===== config.mk =====
export PLATFORM = sky130hd
export DESIGN_NAME = decode_collect
export DESIGN_NICKNAME = d
export VERILOG_FILES = /design/src/rtl/decode_collect.sv
export SDC_FILE = /design/constraint.sdc
export NUM_CORES = 1
export LEC_CHECK = 0
export ABC_AREA = 1
export CAP_MARGIN = 10
export CORE_MARGIN = 3
export CORE_UTILIZATION = 60
export DETAILED_ROUTE_END_ITERATION = 10
export DONT_BUFFER_PORTS = 1
export PLACE_DENSITY = 0.82
export SYNTH_ARGS = -nofsm -noshare
export SYNTH_HDL_FRONTEND = slang
export SYNTH_SLANG_ARGS = --single-unit

===== constraint.sdc =====
create_clock -name clk_i -period 2.65 [get_ports clk_i]
set_input_delay 0.795 -clock clk_i [delete_from_list [all_inputs] [get_ports clk_i]]
set_output_delay 0.795 -clock clk_i [all_outputs]
set_load 0.005 [all_outputs]

===== src/rtl/decode_collect.sv =====
// decode_collect: gathers an opcode word and its optional source/destination
// immediates from the fetch stream into one complete instruction for execute.
module decode_collect #(
    parameter logic [15:0] RESET_PC = 16'h0000
) (
    input  logic        clk_i,
    input  logic        rst_n_i,
    input  logic        fetch_valid_i,
    output logic        fetch_ready_o,
    input  logic [15:0] fetch_addr_i,
    input  logic [15:0] fetch_inst_i,
    output logic        fetch_pc_valid_o,
    output logic [15:0] fetch_pc_o,
    output logic        exe_valid_o,
    input  logic        exe_ready_i,
    output logic [15:0] exe_addr_o,
    output logic [15:0] exe_inst_o,
    output logic [15:0] exe_src_imm_o,
    output logic [15:0] exe_dst_imm_o,
    output logic        exe_src_imm_valid_o,
    output logic        exe_dst_imm_valid_o,
    input  logic        exe_branch_valid_i,
    input  logic [15:0] exe_branch_pc_i
);

    typedef enum logic [1:0] {
        START   = 2'd0,
        OPCODE  = 2'd1,
        SRC_IMM = 2'd2,
        DST_IMM = 2'd3
    } state_t;

    state_t      state;
    logic [15:0] part_inst;
    logic [15:0] part_addr;
    logic [15:0] part_src_imm;
    logic        part_has_src;
    logic        part_has_dst;
    logic        branch_pulse;
    logic [15:0] branch_pc;

    logic        word_has_src;
    logic        word_has_dst;
    logic        word_completes;
    logic        start_active;
    logic        accept;

    assign word_has_src = (fetch_inst_i[11:8] == 4'hF) && (fetch_inst_i[7:6] == 2'd2);
    assign word_has_dst = (fetch_inst_i[5:2] == 4'hF) && (fetch_inst_i[1:0] == 2'd2)
                          && (fetch_inst_i[15:12] < 4'hE);

    always_comb begin
        word_completes = 1'b0;
        case (state)
            OPCODE:  word_completes = !word_has_src && !word_has_dst;
            SRC_IMM: word_completes = !part_has_dst;
            DST_IMM: word_completes = 1'b1;
            default: word_completes = 1'b0;
        endcase
    end

    // Refuse only the word that would overwrite a stalled, unconsumed instruction.
    assign fetch_ready_o = (state != START) && !(word_completes && exe_valid_o && !exe_ready_i);
    assign accept        = fetch_valid_i && fetch_ready_o;

    // START is a live cycle only once reset has been released.
    assign start_active     = (state == START) && rst_n_i;
    assign fetch_pc_valid_o = start_active || branch_pulse;
    assign fetch_pc_o       = start_active ? RESET_PC : branch_pc;

    always_ff @(posedge clk_i or negedge rst_n_i) begin
        if (!rst_n_i) begin
            state               <= START;
            part_inst           <= 16'h0000;
            part_addr           <= 16'h0000;
            part_src_imm        <= 16'h0000;
            part_has_src        <= 1'b0;
            part_has_dst        <= 1'b0;
            branch_pulse        <= 1'b0;
            branch_pc           <= 16'h0000;
            exe_valid_o         <= 1'b0;
            exe_addr_o          <= 16'h0000;
            exe_inst_o          <= 16'h0000;
            exe_src_imm_o       <= 16'h0000;
            exe_dst_imm_o       <= 16'h0000;
            exe_src_imm_valid_o <= 1'b0;
            exe_dst_imm_valid_o <= 1'b0;
        end else begin
            branch_pulse <= exe_branch_valid_i;
            if (exe_branch_valid_i) begin
                branch_pc <= exe_branch_pc_i;
            end

            if (exe_branch_valid_i) begin
                state       <= OPCODE;
                exe_valid_o <= 1'b0;
            end else begin
                if (exe_valid_o && exe_ready_i) begin
                    exe_valid_o <= 1'b0;
                end
                case (state)
                    START: state <= OPCODE;
                    OPCODE: if (accept) begin
                        part_inst    <= fetch_inst_i;
                        part_addr    <= fetch_addr_i;
                        part_has_src <= word_has_src;
                        part_has_dst <= word_has_dst;
                        part_src_imm <= 16'h0000;
                        if (word_has_src) begin
                            state <= SRC_IMM;
                        end else if (word_has_dst) begin
                            state <= DST_IMM;
                        end else begin
                            exe_valid_o         <= 1'b1;
                            exe_inst_o          <= fetch_inst_i;
                            exe_addr_o          <= fetch_addr_i;
                            exe_src_imm_o       <= 16'h0000;
                            exe_dst_imm_o       <= 16'h0000;
                            exe_src_imm_valid_o <= 1'b0;
                            exe_dst_imm_valid_o <= 1'b0;
                        end
                    end
                    SRC_IMM: if (accept) begin
                        part_src_imm <= fetch_inst_i;
                        if (part_has_dst) begin
                            state <= DST_IMM;
                        end else begin
                            state               <= OPCODE;
                            exe_valid_o         <= 1'b1;
                            exe_inst_o          <= part_inst;
                            exe_addr_o          <= part_addr;
                            exe_src_imm_o       <= fetch_inst_i;
                            exe_dst_imm_o       <= 16'h0000;
                            exe_src_imm_valid_o <= 1'b1;
                            exe_dst_imm_valid_o <= 1'b0;
                        end
                    end
                    DST_IMM: if (accept) begin
                        state               <= OPCODE;
                        exe_valid_o         <= 1'b1;
                        exe_inst_o          <= part_inst;
                        exe_addr_o          <= part_addr;
                        exe_src_imm_o       <= part_src_imm;
                        exe_dst_imm_o       <= fetch_inst_i;
                        exe_src_imm_valid_o <= part_has_src;
                        exe_dst_imm_valid_o <= 1'b1;
                    end
                    default: state <= START;
                endcase
            end
        end
    end

endmodule


== Yosys cells after proc, flatten, opt, wreduce, memory -nomap -nowiden ==
Cells that the tools add are included.

* $add $sub $neg: 0
* $mul: 0
* Div/mod/pow operators: 0
* Order comparisons: 1
* Equal/unequal tests: 17
* Shifts and indexed selects: 0
* Multiplexer cells: 57
* Bitwise operators: 1
* Reductions and logical operators: 24

{| class="wikitable"
|+ Operator list
! operator !! count
|-
| 16-bit 2-to-1 mux || 23
|-
| 16-bit one-hot mux with 3 select lines || 4
|-
| 16-bit one-hot mux with 2 select lines || 1
|-
| 1-bit 2-to-1 mux || 17
|-
| 2-bit 2-to-1 mux || 7
|-
| 2-bit inequality test (second input constant) || 6
|-
| 1-bit one-hot mux with 3 select lines || 4
|-
| 1-bit logical AND || 10
|-
| 3-bit inequality test (second input constant) || 3
|-
| 2-bit equality test (second input constant) || 4
|-
| 4-bit equality test (second input constant) || 2
|-
| 2-bit one-hot mux with 4 select lines || 1
|-
| 4-bit AND reduction || 2
|-
| 8-bit AND reduction || 1
|-
| 1-bit zero test || 5
|-
| 4-bit less-than comparator (second input constant) || 1
|-
| 4-bit inequality test (second input constant) || 1
|-
| 2-bit nonzero test || 2
|-
| 3-bit AND reduction || 1
|-
| 3-bit nonzero test || 1
|-
| 2-bit by 1-bit equality test with 1-bit output (second input constant) || 1
|-
| 2-bit zero test || 1
|-
| 1-bit logical OR || 1
|-
| 1-bit NOT || 1
|}

* Register bits after elaboration: 136
* Latch bits: 0
* Memory bits (writable): 0
* Memory bits (read-only): 0
* Input bits: 53
* Word-level logic and storage cells: 115
* Memories kept: 0

== Depth between registers and ports, before layout ==
Gate-level depths: netlist (run 1).

* Depth in word-level cells: 14
* Mapped depth: 14

== Least setup slack after synthesis (run 1) ==
No wires, ideal clock.

* Path type: input to output
* Start: input fetch_inst_i[4]
* End: output fetch_ready_o
* Arrival time: 1.347 ns
* Required time: 1.855 ns
* Path slack: 0.508 ns
* Stages on the path: 8
* Buffers on the path: 0
* Cells stage by stage: nand2_1 -> nor2_1 -> nand3_2 -> nand3_2 -> nand2_2 -> nand2_2 -> nand2_1 -> inv_1

* Cells in the longest elaborated chain, start to end: 10

{| class="wikitable"
|+ RTL lines
! element !! RTL line !! text
|-
| from (decl) || 11 || <nowiki>input logic [15:0] fetch_inst_i,</nowiki>
|-
| 4-bit equality test || 49 || <nowiki>assign word_has_dst = (fetch_inst_i[5:2] == 4'hF) && (fetch_inst_i[1:0] == 2'd2)</nowiki>
|-
| 1-bit logical AND || 49 ||
|-
| 1-bit logical AND || 50 || <nowiki>&& (fetch_inst_i[15:12] < 4'hE);</nowiki>
|-
| 1-bit zero test || 55 || <nowiki>OPCODE: word_completes = !word_has_src && !word_has_dst;</nowiki>
|-
| 1-bit logical AND || 55 ||
|-
| 1-bit one-hot mux with 3 select lines || 54 || <nowiki>case (state)</nowiki>
|-
| 1-bit logical AND (2 in a row) || 63 || <nowiki>assign fetch_ready_o = (state != START) && !(word_completes && exe_valid_o && !exe_ready_i);</nowiki>
|-
| 1-bit zero test || 63 ||
|-
| 1-bit logical AND || 63 ||
|-
| to (decl) || 9 || <nowiki>output logic fetch_ready_o,</nowiki>
|}

Every way passes these cells.

== Worst setup path in the final report (run 1) ==
* Start: register state[0]
* End: output fetch_pc_valid_o

* Cells in the longest elaborated chain, start to end: 3

{| class="wikitable"
|+ RTL lines
! element !! RTL line !! text
|-
| from (decl) || 33 || <nowiki>state_t state;</nowiki>
|-
| from (signal assigned) || 73 || <nowiki>state <= START;</nowiki>
|-
| from (signal assigned) || 95 || <nowiki>state <= OPCODE;</nowiki>
|-
| from (signal assigned) || 102 || <nowiki>START: state <= OPCODE;</nowiki>
|-
| 2-bit zero test || 67 || <nowiki>assign start_active = (state == START) && rst_n_i;</nowiki>
|-
| 1-bit logical AND || 67 ||
|-
| 1-bit logical OR || 68 || <nowiki>assign fetch_pc_valid_o = start_active || branch_pulse;</nowiki>
|-
| to (decl) || 12 || <nowiki>output logic fetch_pc_valid_o,</nowiki>
|}

Every way passes these cells.

==> results of run 1 <==
registers in the layout, indices dropped and copies added, names as in the netlist:
| signal | cells |
|---|---|
| part_has_src | 1 |
| exe_src_imm_o | 16 |
| state | 2 |
| exe_valid_o | 1 |
| exe_dst_imm_valid_o | 1 |
| part_addr | 16 |
| part_src_imm | 16 |
| exe_src_imm_valid_o | 1 |
| exe_inst_o | 16 |
| exe_addr_o | 16 |
| branch_pulse | 1 |
| part_inst | 16 |
| exe_dst_imm_o | 16 |
| part_has_dst | 1 |
| branch_pc | 16 |
cells in the mapped netlist (all sizes together):
master	number
a21boi	1
a21oi	2
buf	19
clkbuf	20
dfrtp	136
ha	5
inv	64
mux2i	15
nand2	263
nand3	9
nor2	28
nor3	1
nor4	2
o21ai	136
o32ai	1
or2	1
what timing repair did:
action / 4_1_cts / 5_1_grt
endpoints found under the setup margin: 0 / 1
gates resized for setup: 0 / 7
endpoints found under the hold margin: 136 / 136
worst max-delay path by stage:
stage | startpoint | endpoint | slack, ps | cells after the start
floorplan | fetch_inst_i[4] | fetch_ready_o | 510 | 8
CTS | state[0]$_DFFE_PN0P_ | fetch_ready_o | 10 | 9
detailed placement | fetch_inst_i[9] | part_inst[9]$_DFFE_PN0P_ | 180 | 11
finish | state[0]$_DFFE_PN0P_ | fetch_pc_valid_o | 120 | 5
global placement | fetch_inst_i[10] | part_inst[7]$_DFFE_PN0P_ | 240 | 11
global route | state[0]$_DFFE_PN0P_ | fetch_pc_valid_o | 10 | 5
kinds of logic (layout without fill, tap and decap cells):
| logic type | count (synthesis) | after routing | synth area share |
|---|---|---|---|
| DFF | 136 | 136 | 0.555 |
| AOI/OAI and AO/OA | 140 | 140 | 0.131 |
| adders and majority gates | 5 | 5 | 0.0102 |
| buffers and inverters | 103 | 103 | 0.0792 |
| and+or+nand+nor | 304 | 304 | 0.200 |
| muxes | 15 | 15 | 0.0245 |
layout by cell type (no fill, tap or decap), drive strengths merged:
cell type,count
or2,1
clkinvlp,4
nand3,9
clkbuf,18
dfrtp,136
ha,5
nor3,1
clkinv,5
inv,69
o21ai,136
nor4,2
mux2i,15
nand2,263
a21oi,2
nor2,28
a21boi,1
buf,7
o32ai,1
critical path: cells and delay by family, from the launching register on:
family | cells | cell delay [ps]
DFF | 1 | 430
and+or+nand+nor | 2 | 380
adders and majority gates | 1 | 220
buffers and inverters | 2 | 200
where the power goes:
| group | internal, mW | switching (mW) |
|---|---|---|
| logic | 0.742 | 1.42 |
| clock network | 1.19 | 0.932 |
| registers | 2.74 | 0.484 |
| total | 4.68 | 2.84 |
routing by layer:
metal,vias up,track usage,wire length [um]
li1,2190,-,-
met1,2101,0.310,5670
met2,171,0.396,6470
met3,10,0.102,1300
met4,0,0.0621,121
met5,-,0,0
area by class of cell:
class / count / area (um^2) / share of cell area
Clock inverter: 14 / 118 / 0.0176
Tap cell: 133 / 166 / 0.0249
Clock buffer: 18 / 428 / 0.0640
Inverter: 64 / 240 / 0.0359
Timing Repair Buffer: 7 / 77.6 / 0.0116
Multi-Input combinational cell: 464 / 2260 / 0.337
Sequential cell: 136 / 3400 / 0.509
==> results by group, run 1 <==
GRT
  • Global route overflow: 0
  • First-pass GRT wire length: 21900 um
  • Gr usage total: 0.246
  • Initial antenna violation count: 0
  • Vias in the first global route: 4368
  • Largest net degree at the start of global routing: 138

Timing
  • Fin. max-slew vios: 0
  • RSZ-0062 raised after global routing: false
  • Hold Worst Slack: -23.9 ps
  • Fmax: 395 MHz
  • Final hold vios: 61
  • Final setup margin: 120 ps
  • Final setup TNS: 0 ps
  • Rel. slew slack: 0.381
  • Final Cycle Share: 0.955
  • Tmin final: 2530 ps
  • Worst slew pin tran: 927 ps
  • Setup violations, final: 0
  • Setup Skew: 8.82 ps

Detailed routing
  • Initial drt markers: 317
  • Post-DR wirelength/cell: 16.2 um
  • Routed wire length: 13600 um
  • Via-to-Cell Ratio: 5.35
  • Vias: 4472
  • DRC viols: 0
  • DRT Pass-1 Iters: 6
  • Post-route ant nets: 0

Die
  • Die Ht: 107 um
  • Floorplan row count: 36
  • Initial Util: 0.621
  • Die X: 107 um
  • Core area: 9860 um^2
  • Ports: 138
  • Die Area: 11500 um^2

Cells and area
  • Final #Nets: 748
  • Cell Count, Final, Fillers Out: 836
  • Filler instances: 765
  • Final design utilization: 0.678
  • N_diodes: 0
  • Layout cells sized above 1: 0.127
  • Post-route cell area: 6690 um^2
  • P&R area growth vs syn: 9.12%

Power
  • Tot Pwr: 7.52 mW
  • Max VDD drop: 0.000551 V
  • Power per cell area: 1120 nW/um^2
  • P_leak: 3.35 nW

Placement
  • Placed inst area: 6140 um^2
  • Port bufs: 0
  • Final Wtd Congestion: 0.863
  • DP Wirelength: 9050 um
  • Setup slack after placement: 177 ps
  • Post-Place Cells: 804

Synth
  • Mapped Cells: 703
  • Cell taking the most area after synthesis: dfrtp_1
  • Top post-synthesis cells by area: dfrtp_1, nand2_1, o21ai_1
  • Mapped Avg Cell Area: 8.72 um^2
  • FF+latch count, synth: 136
  • Seq/Total Area, Yosys: 0.555
  • Mapped Area: 6130 um^2
  • Unique masters post-synth: 25
  • Mapped Nets: 761
  • Synth top area share: 0.555
  • Yosys warning total: 0

Clock tree
  • Clock Pin Slew Worst Setup and Hold Paths: 60 ps
  • Worst-Skew Late Latency: 520 ps
  • Clock buffer depth: 2
  • # Post-CTS Setup Buffers: 0
  • Clk root buf: clkbuf_8
  • H-tree levels: 4
  • CTS tree: done
  • Cts bufs inserted: 17
  • Clock Sinks: 136

Status
  • Failing checks: negative hold slack
  • Status: finished, violations left

Critical path
  • CP dominant cell by count: inv_2
  • CP Capture Type: output port
  • Worst Path Arrival: 1740 ps
  • Critical Path Fanout Max: 17
  • CP required: 1860 ps
  • Type of the worst setup path: register to output port
  • CP cell instances: inv_2 -> ha_1 -> nand2_1 -> inv_2 -> or2_2
  • R2R setup slack: 360 ps
  • Critical Path Max Stage Delay: 430 ps
  • Startpoint Class: register
  • Reg-to-reg endpoint: part_inst[14]$_DFFE_PN0P_
  • CP max stage cell: dfrtp_1
  • Worst r2r src: state[0]$_DFFE_PN0P_
  • Reg2Reg Depth: 12

Worst hold path
  • HP Class: input port to asynchronous set/reset pin

Job
  • Max-Cap Viols: 0
Power figures use the tool's default switching activity.
==> inputs of run 2 (changes only) <==
--- a/config.mk
+++ b/config.mk
@@ -7,11 +7,14 @@
 export LEC_CHECK = 0
 export ABC_AREA = 1
 export CAP_MARGIN = 10
+export CELL_PAD_IN_SITES_DETAIL_PLACEMENT = 0
+export CELL_PAD_IN_SITES_GLOBAL_PLACEMENT = 1
+export CORE_ASPECT_RATIO = 0.6
 export CORE_MARGIN = 3
-export CORE_UTILIZATION = 60
+export CORE_UTILIZATION = 47
 export DETAILED_ROUTE_END_ITERATION = 10
 export DONT_BUFFER_PORTS = 1
-export PLACE_DENSITY = 0.82
+export PLACE_DENSITY = 0.85
 export SYNTH_ARGS = -nofsm -noshare
 export SYNTH_HDL_FRONTEND = slang
 export SYNTH_SLANG_ARGS = --single-unit
==> run 2 against run 1 <==
The flow now finishes without violations. Clock-buffer cell count up 3. Sequential power about the same. Sequential share of layout area down 1.5 points. Final area grew 3.1%.
==> results by group, run 2 (synthesized netlist as in run 1, its figures left out) <==
GRT
  • Initial antenna violation count: 0 (unchanged)
  • Global route overflow: 0 (unchanged)
  • Vias in the first global route: 4364 (-0.092%)
  • Largest net degree at the start of global routing: 138 (unchanged)
  • Gr usage total: 0.212 (-0.0347)
  • First-pass GRT wire length: 23800 um (+8.4%)

Power
  • P_leak: 3.44 nW (+2.8%)
  • Int Pwr: 5.27 mW (+13%)
  • Reg power frac: 0.401 (-0.028)
  • Combinational share of power: 0.271 (-0.017)
  • Clock Power Share: 0.329 (+0.046)
  • Sw Share: 0.349 (-0.0285)
  • Tot Pwr: 8.10 mW (+7.8%)
  • Max VDD drop: 0.000519 V (-5.8%)
  • Power per cell area: 1180 nW/um^2 (+4.6%)
  • Switching pwr: 2.83 mW (-0.32%)

Detailed routing
  • Routed wire length: 14700 um (+8.6%)
  • Via-to-Cell Ratio: 5.19 (-3.0%)
  • Post-route ant nets: 0 (unchanged)
  • Post-DR wirelength/cell: 16.9 um (+4.2%)
  • Initial drt markers: 283 (-11%)
  • Vias: 4519 (+1.1%)
  • DRC viols: 0 (unchanged)
  • DRT Pass-1 Iters: 6 (unchanged)

Clock tree
  • Worst-Skew Late Latency: 410 ps (-110 ps)
  • Clock buffer depth: 2 (unchanged)
  • H-tree levels: 4 (unchanged)
  • Cts bufs inserted: 17 (unchanged)
  • Hold-fix buffers, CTS: 0
  • Clock Sinks: 136 (unchanged)
  • Clock Pin Slew Worst Setup and Hold Paths: 60 ps (about the same)
  • Clk root buf: clkbuf_16
  • CTS tree: done
  • # Post-CTS Setup Buffers: 0 (unchanged)

Timing
  • Final Cycle Share: 0.949 (-0.00624)
  • Final setup TNS: 0 ps (unchanged)
  • Rel. slew slack: 0.591 (+0.209)
  • Worst slew pin tran: 609 ps (-318 ps)
  • RSZ-0062 raised after global routing: false
  • Setup Skew: 9.40 ps (+0.577 ps)
  • Final hold vios: 0 (-100%)
  • Tmin final: 2510 ps (-16.5 ps)
  • Setup violations, final: 0 (unchanged)
  • Fmax: 398 MHz (+0.66%)
  • Fin. max-slew vios: 0 (unchanged)

Critical path
  • CP required: 1860 ps (about the same)
  • CP cell instances: inv_1 -> ha_4 -> inv_1 -> o21ai_1 -> inv_1 -> nand2_2 -> nand2_2 -> nand2_1 -> inv_1
  • Worst Path Arrival: 1720 ps (-20 ps)
  • Reg2Reg Depth: 9 (-3)
  • CP max stage cell: dfrtp_1
  • Critical Path Max Stage Delay: 410 ps (-20 ps)
  • CP Capture Type: output port
  • CP dominant cell by count: inv_1
  • Critical Path Fanout Max: 4 (-13)
  • Startpoint Class: register
  • Type of the worst setup path: register to output port

Cells and area
  • Layout cells sized above 1: 0.123 (-0.00337)
  • Commonest non-fill, non-tap cell in the layout: nand2_1
  • Final design utilization: 0.556 (-0.122)
  • FF+latch area: 3400 um^2 (unchanged)
  • Filler instances: 1106 (+45%)
  • N_diodes: 0 (unchanged)
  • Post-route cell area: 6900 um^2 (+3.1%)
  • Multi-input gate area: 2260 um^2 (+0.22%)
  • Most frequent cells in the layout: nand2_1, dfrtp_1, o21ai_1, inv_1, o21ai_0
  • Final #Nets: 751 (+0.40%)
  • P&R area growth vs syn: 12.5%

Placement
  • Port bufs: 0 (unchanged)
  • Placed inst area: 6210 um^2 (+1.2%)
  • DP Wirelength: 10100 um (+12%)
  • Final Wtd Congestion: 0.843 (-2.3%)

Worst hold path
  • HP Class: input port to asynchronous set/reset pin

Status
  • Status: finished clean

Die
  • Floorplan row count: 31 (-14%)
  • Initial Util: 0.494 (-0.128)
  • Core area: 12400 um^2 (+26%)
  • Die Area: 14500 um^2 (+26%)
  • Die Ht: 94.5 um (-12%)
  • Die X: 153 um (+43%)
  • Ports: 138 (unchanged)

Job
  • Max-Cap Viols: 0 (unchanged)
## run 2: changes by cell type in the layout (fill, tap and decap cells not counted), moves of 3 or more
cell / change
clkinv_4: -3
inv_1: +3
inv_6: -5
bufinv_16: +5
inv_2: -3
## run 2: worst paths after layout
path                                          startpoint                            end  slack, ps
worst max register to register      state[1]$_DFFE_PN0P_  exe_dst_imm_o[15]$_DFFE_PN0P_        230
max in group asynchronous                        rst_n_i       part_addr[5]$_DFFE_PN0P_       2360
worst min register to register  part_addr[5]$_DFFE_PN0P_       part_addr[5]$_DFFE_PN0P_        470
min in group clk_i                    exe_branch_valid_i         branch_pulse$_DFF_PN0_        420
worst min-delay path                             rst_n_i  exe_src_imm_o[12]$_DFFE_PN0P_         70
worst max-delay path                state[0]$_DFFE_PN0P_                  fetch_ready_o        140
## run 2: power groups by stage
stage                     registers, mW  logic [mW]  clock network [mW]
final                              3.25        2.19                2.66
after global routing               3.34        2.51                2.83
after CTS                          3.26        2.21                2.72
after detailed placement           3.28        2.21                   0
after global placement             3.26        2.11                   0
after floorplan                    3.09        1.88                   0
## run 2: final cells by class
type | instances | area share
multi-input cells | 464 | 0.328
repair buffers | 10 | 0.0163
inverters | 64 | 0.0348
clock inverters | 11 | 0.0279
clock buffers | 21 | 0.0697
well taps | 165 | 0.0299
flip-flops and latches | 136 | 0.493
## run 2: worst max-delay path, delay by kind of cell (launching register included)
family	cells	cell delay, ps
buffers and inverters	4	350
AO/OA/AOI/OAI	1	130
flip-flops	1	410
adder cells (fa/ha/maj)	1	180
AND/OR/NAND/NOR	3	240
## run 2: layer usage
layer	wire length (um)	GRT usage	up-vias	part of all wire
met4	182	0.0794	0	0.012
met1	6780	0.289	2179	0.46
met2	6360	0.302	137	0.43
li1	-	-	2187	-
met5	0	0	-	0
met3	1400	0.0897	16	0.095
## run 2: timing repair
item / in CTS / in global routing
gates cloned: 0 / 0
gates resized for setup: 1 / 2
endpoints found under the setup margin: 1 / 1
## run 2: stage by stage
stage / hold WS [ps] / worst slack [ps] / instances
finish: 73.0 / 136 / 871
global route: 48.4 / 12.9 / 871
CTS: 52.9 / 33.9 / 871
detailed placement: 458 / 128 / 839
global placement: 453 / 256 / 839
floorplan: 441 / 508 / 703
==> inputs of run 3 (changes only) <==
--- a/config.mk
+++ b/config.mk
@@ -15,6 +15,7 @@
 export DETAILED_ROUTE_END_ITERATION = 10
 export DONT_BUFFER_PORTS = 1
 export PLACE_DENSITY = 0.85
+export REMOVE_ABC_BUFFERS = 1
 export SYNTH_ARGS = -nofsm -noshare
 export SYNTH_HDL_FRONTEND = slang
 export SYNTH_SLANG_ARGS = --single-unit
==> run 3 against run 2 <==
Register-to-register slack better by 150 ps. Clock skew is 8.1 ps higher. Clock-buffer cell count is 3 lower. Utilization is 0.72 points lower. Flip-flop and latch count stayed put. Combinational power hardly changed. Sequential power is 1% lower. Largest cell class unchanged.
==> results by group, run 3 (synthesized netlist as in run 1, its figures left out) <==
Timing
  • RSZ-0062 raised after global routing: false
  • Fin. max-slew vios: 0 (unchanged)
  • Worst slew pin tran: 473 ps (-136 ps)
  • Final Cycle Share: 0.945 (-0.00389)
  • Rel. slew slack: 0.682 (+0.0913)
  • Tmin final: 2500 ps (-10.3 ps)
  • Final hold vios: 0 (unchanged)
  • Setup violations, final: 0 (unchanged)
  • Fmax: 399 MHz (+0.41%)
  • Setup Skew: 17.5 ps (+8.12 ps)

Power
  • Reg power frac: 0.410 (+0.009)
  • Combinational share of power: 0.278 (+0.007)
  • Tot Pwr: 7.83 mW (-3.4%)
  • Sw Share: 0.362 (+0.0123)
  • Clock Power Share: 0.312 (-0.017)
  • Power per cell area: 1150 nW/um^2 (-2.2%)
  • Max VDD drop: 0.000511 V (-1.5%)
  • P_leak: 3.41 nW (-1.1%)
  • Int Pwr: 5.00 mW (-5.2%)
  • Switching pwr: 2.83 mW (about the same)

Critical path
  • CP cell instances: inv_1 -> ha_1 -> inv_1 -> o21ai_1 -> inv_1 -> nand2_2 -> nand2_2 -> nand2_1 -> inv_1
  • Worst Path Arrival: 1710 ps (about the same)
  • CP Capture Type: output port
  • Type of the worst setup path: register to output port
  • Startpoint Class: register
  • CP max stage cell: dfrtp_1
  • Reg2Reg Depth: 10 (+1)
  • CP dominant cell by count: inv_1
  • CP required: 1860 ps (about the same)
  • Critical Path Fanout Max: 4 (unchanged)
  • Critical Path Max Stage Delay: 410 ps (about the same)

Die
  • Core area: 12400 um^2 (unchanged)
  • Die Ht: 94.5 um (unchanged)
  • Initial Util: 0.494 (unchanged)
  • Ports: 138 (unchanged)
  • Floorplan row count: 31 (unchanged)
  • Die Area: 14500 um^2 (unchanged)
  • Die X: 153 um (unchanged)

Clock tree
  • Cts bufs inserted: 17 (unchanged)
  • H-tree levels: 4 (unchanged)
  • Worst-Skew Late Latency: 420 ps (about the same)
  • Clk root buf: clkbuf_16
  • Clock Sinks: 136 (unchanged)
  • Clock buffer depth: 2 (unchanged)
  • CTS tree: done
  • Clock Pin Slew Worst Setup and Hold Paths: 60 ps (about the same)

Detailed routing
  • Vias: 4402 (-2.6%)
  • Post-DR wirelength/cell: 15.5 um (-8.6%)
  • Post-route ant nets: 0 (unchanged)
  • Initial drt markers: 336 (+19%)
  • DRT Pass-1 Iters: 5 (-1)
  • Via-to-Cell Ratio: 5.05 (-2.7%)
  • DRC viols: 0 (unchanged)
  • Routed wire length: 13500 um (-8.5%)

GRT
  • Initial antenna violation count: 0 (unchanged)
  • Most used routing layer: met2
  • M3 GR Usage: 0.0778 (-0.0119)
  • Global route overflow: 0 (unchanged)
  • Gr usage total: 0.192 (-0.0199)
  • Vias in the first global route: 4268 (-2.2%)
  • Largest net degree at the start of global routing: 138 (unchanged)
  • Met2 usage: 0.275 (-0.0264)
  • M1 GR Usage: 0.265 (-0.0235)
  • First-pass GRT wire length: 22100 um (-7.0%)

Worst hold path
  • HP Class: input port to asynchronous set/reset pin

Placement
  • DP Wirelength: 8700 um (-14%)
  • Post-Place Cells: 840 (+0.12%)
  • Final Wtd Congestion: 0.875 (+3.8%)
  • Port bufs: 0 (unchanged)

Cells and area
  • Cell Count, Final, Fillers Out: 872 (+0.11%)
  • P&R area growth vs syn: 11.1%
  • N_diodes: 0 (unchanged)
  • Layout cells sized above 1: 0.124 (+0.00124)
  • Most frequent cells in the layout: nand2_1, dfrtp_1, o21ai_1, inv_1, o21ai_0
  • Commonest non-fill, non-tap cell in the layout: nand2_1
  • Final #Nets: 752 (+0.13%)

Job
  • Max-Cap Viols: 0 (unchanged)

Status
  • Status: finished clean
[run 3: cell types whose count changed in the layout (fill, tap and decap cells not counted)]
| cell | delta |
|---|---|
| buf_4 | +3 |
| clkbuf_8 | -3 |
| inv_6 | +3 |
| buf_12 | -2 |
| bufinv_16 | -2 |
| clkinv_2 | +1 |
| clkinv_4 | +1 |
| ha_2 | +1 |
| ha_4 | -1 |
[run 3: power groups by stage]
stage,Combinational (mW),Sequential [mW],Clock (mW)
2_1_floorplan,1.66,3.09,0
3_3_place_gp,2.09,3.22,0
3_5_place_dp,2.19,3.24,0
4_1_cts,2.19,3.22,2.48
5_1_grt,2.50,3.29,2.59
6_report,2.18,3.21,2.44
[run 3: path summary, 6_finish.rpt]
path,startpoint,end,slack [ps]
max,state[0]$_DFFE_PN0P_,fetch_ready_o,150
min,rst_n_i,exe_dst_imm_o[9]$_DFFE_PN0P_,70
max reg2reg,state[0]$_DFFE_PN0P_,exe_src_imm_o[14]$_DFFE_PN0P_,380
min reg2reg,part_addr[6]$_DFFE_PN0P_,part_addr[6]$_DFFE_PN0P_,470
max in group asynchronous,rst_n_i,state[0]$_DFFE_PN0P_,2330
min in group clk_i,exe_branch_valid_i,branch_pulse$_DFF_PN0_,420
[run 3: through the flow]
step	hold slack [ps]	TNS (ps)	utilization	setup WS, ps	instance area [um^2]
final	69.1	0	0.548	147	6810
after global routing	44.5	0	0.548	27.8	6810
after CTS	59.5	0	0.548	85.3	6810
after detailed placement	457	0	0.499	261	6200
after global placement	455	0	0.499	314	6200
after floorplan	441	-30630	-	-764	5880
[run 3: layout make-up]
| cell class | count | area (um^2) |
|---|---|---|
| Inverter | 64 | 240 |
| Multi-Input combinational cell | 464 | 2250 |
| Tap cell | 165 | 206 |
| Clock buffer | 18 | 439 |
| Fill cell | 1109 | 5600 |
| Sequential cell | 136 | 3400 |
| Clock inverter | 14 | 173 |
| Timing Repair Buffer | 11 | 95.1 |
[run 3: timing repair]
| item | 4_1_cts | 5_1_grt |
|---|---|---|
| setup endpoints to repair | 0 | 1 |
| gates resized for setup | 0 | 1 |
| hold buffers | 0 | 0 |
| setup buffers | 0 | 0 |
[run 3: worst max-delay path, delay by kind of cell (launching register included)]
family | cells | cell delay (ps)
flip-flops | 1 | 410
buffers and inverters | 4 | 340
AND/OR/NAND/NOR | 3 | 220
adder cells (fa/ha/maj) | 1 | 170
AO/OA/AOI/OAI | 1 | 160
[run 3: routing by layer]
layer	part of all wire	vias up	wire (um)
li1	-	2195	-
met1	0.48	2053	6450
met2	0.43	141	5750
met3	0.087	13	1180
met4	0.0072	0	97
met5	0	-	0
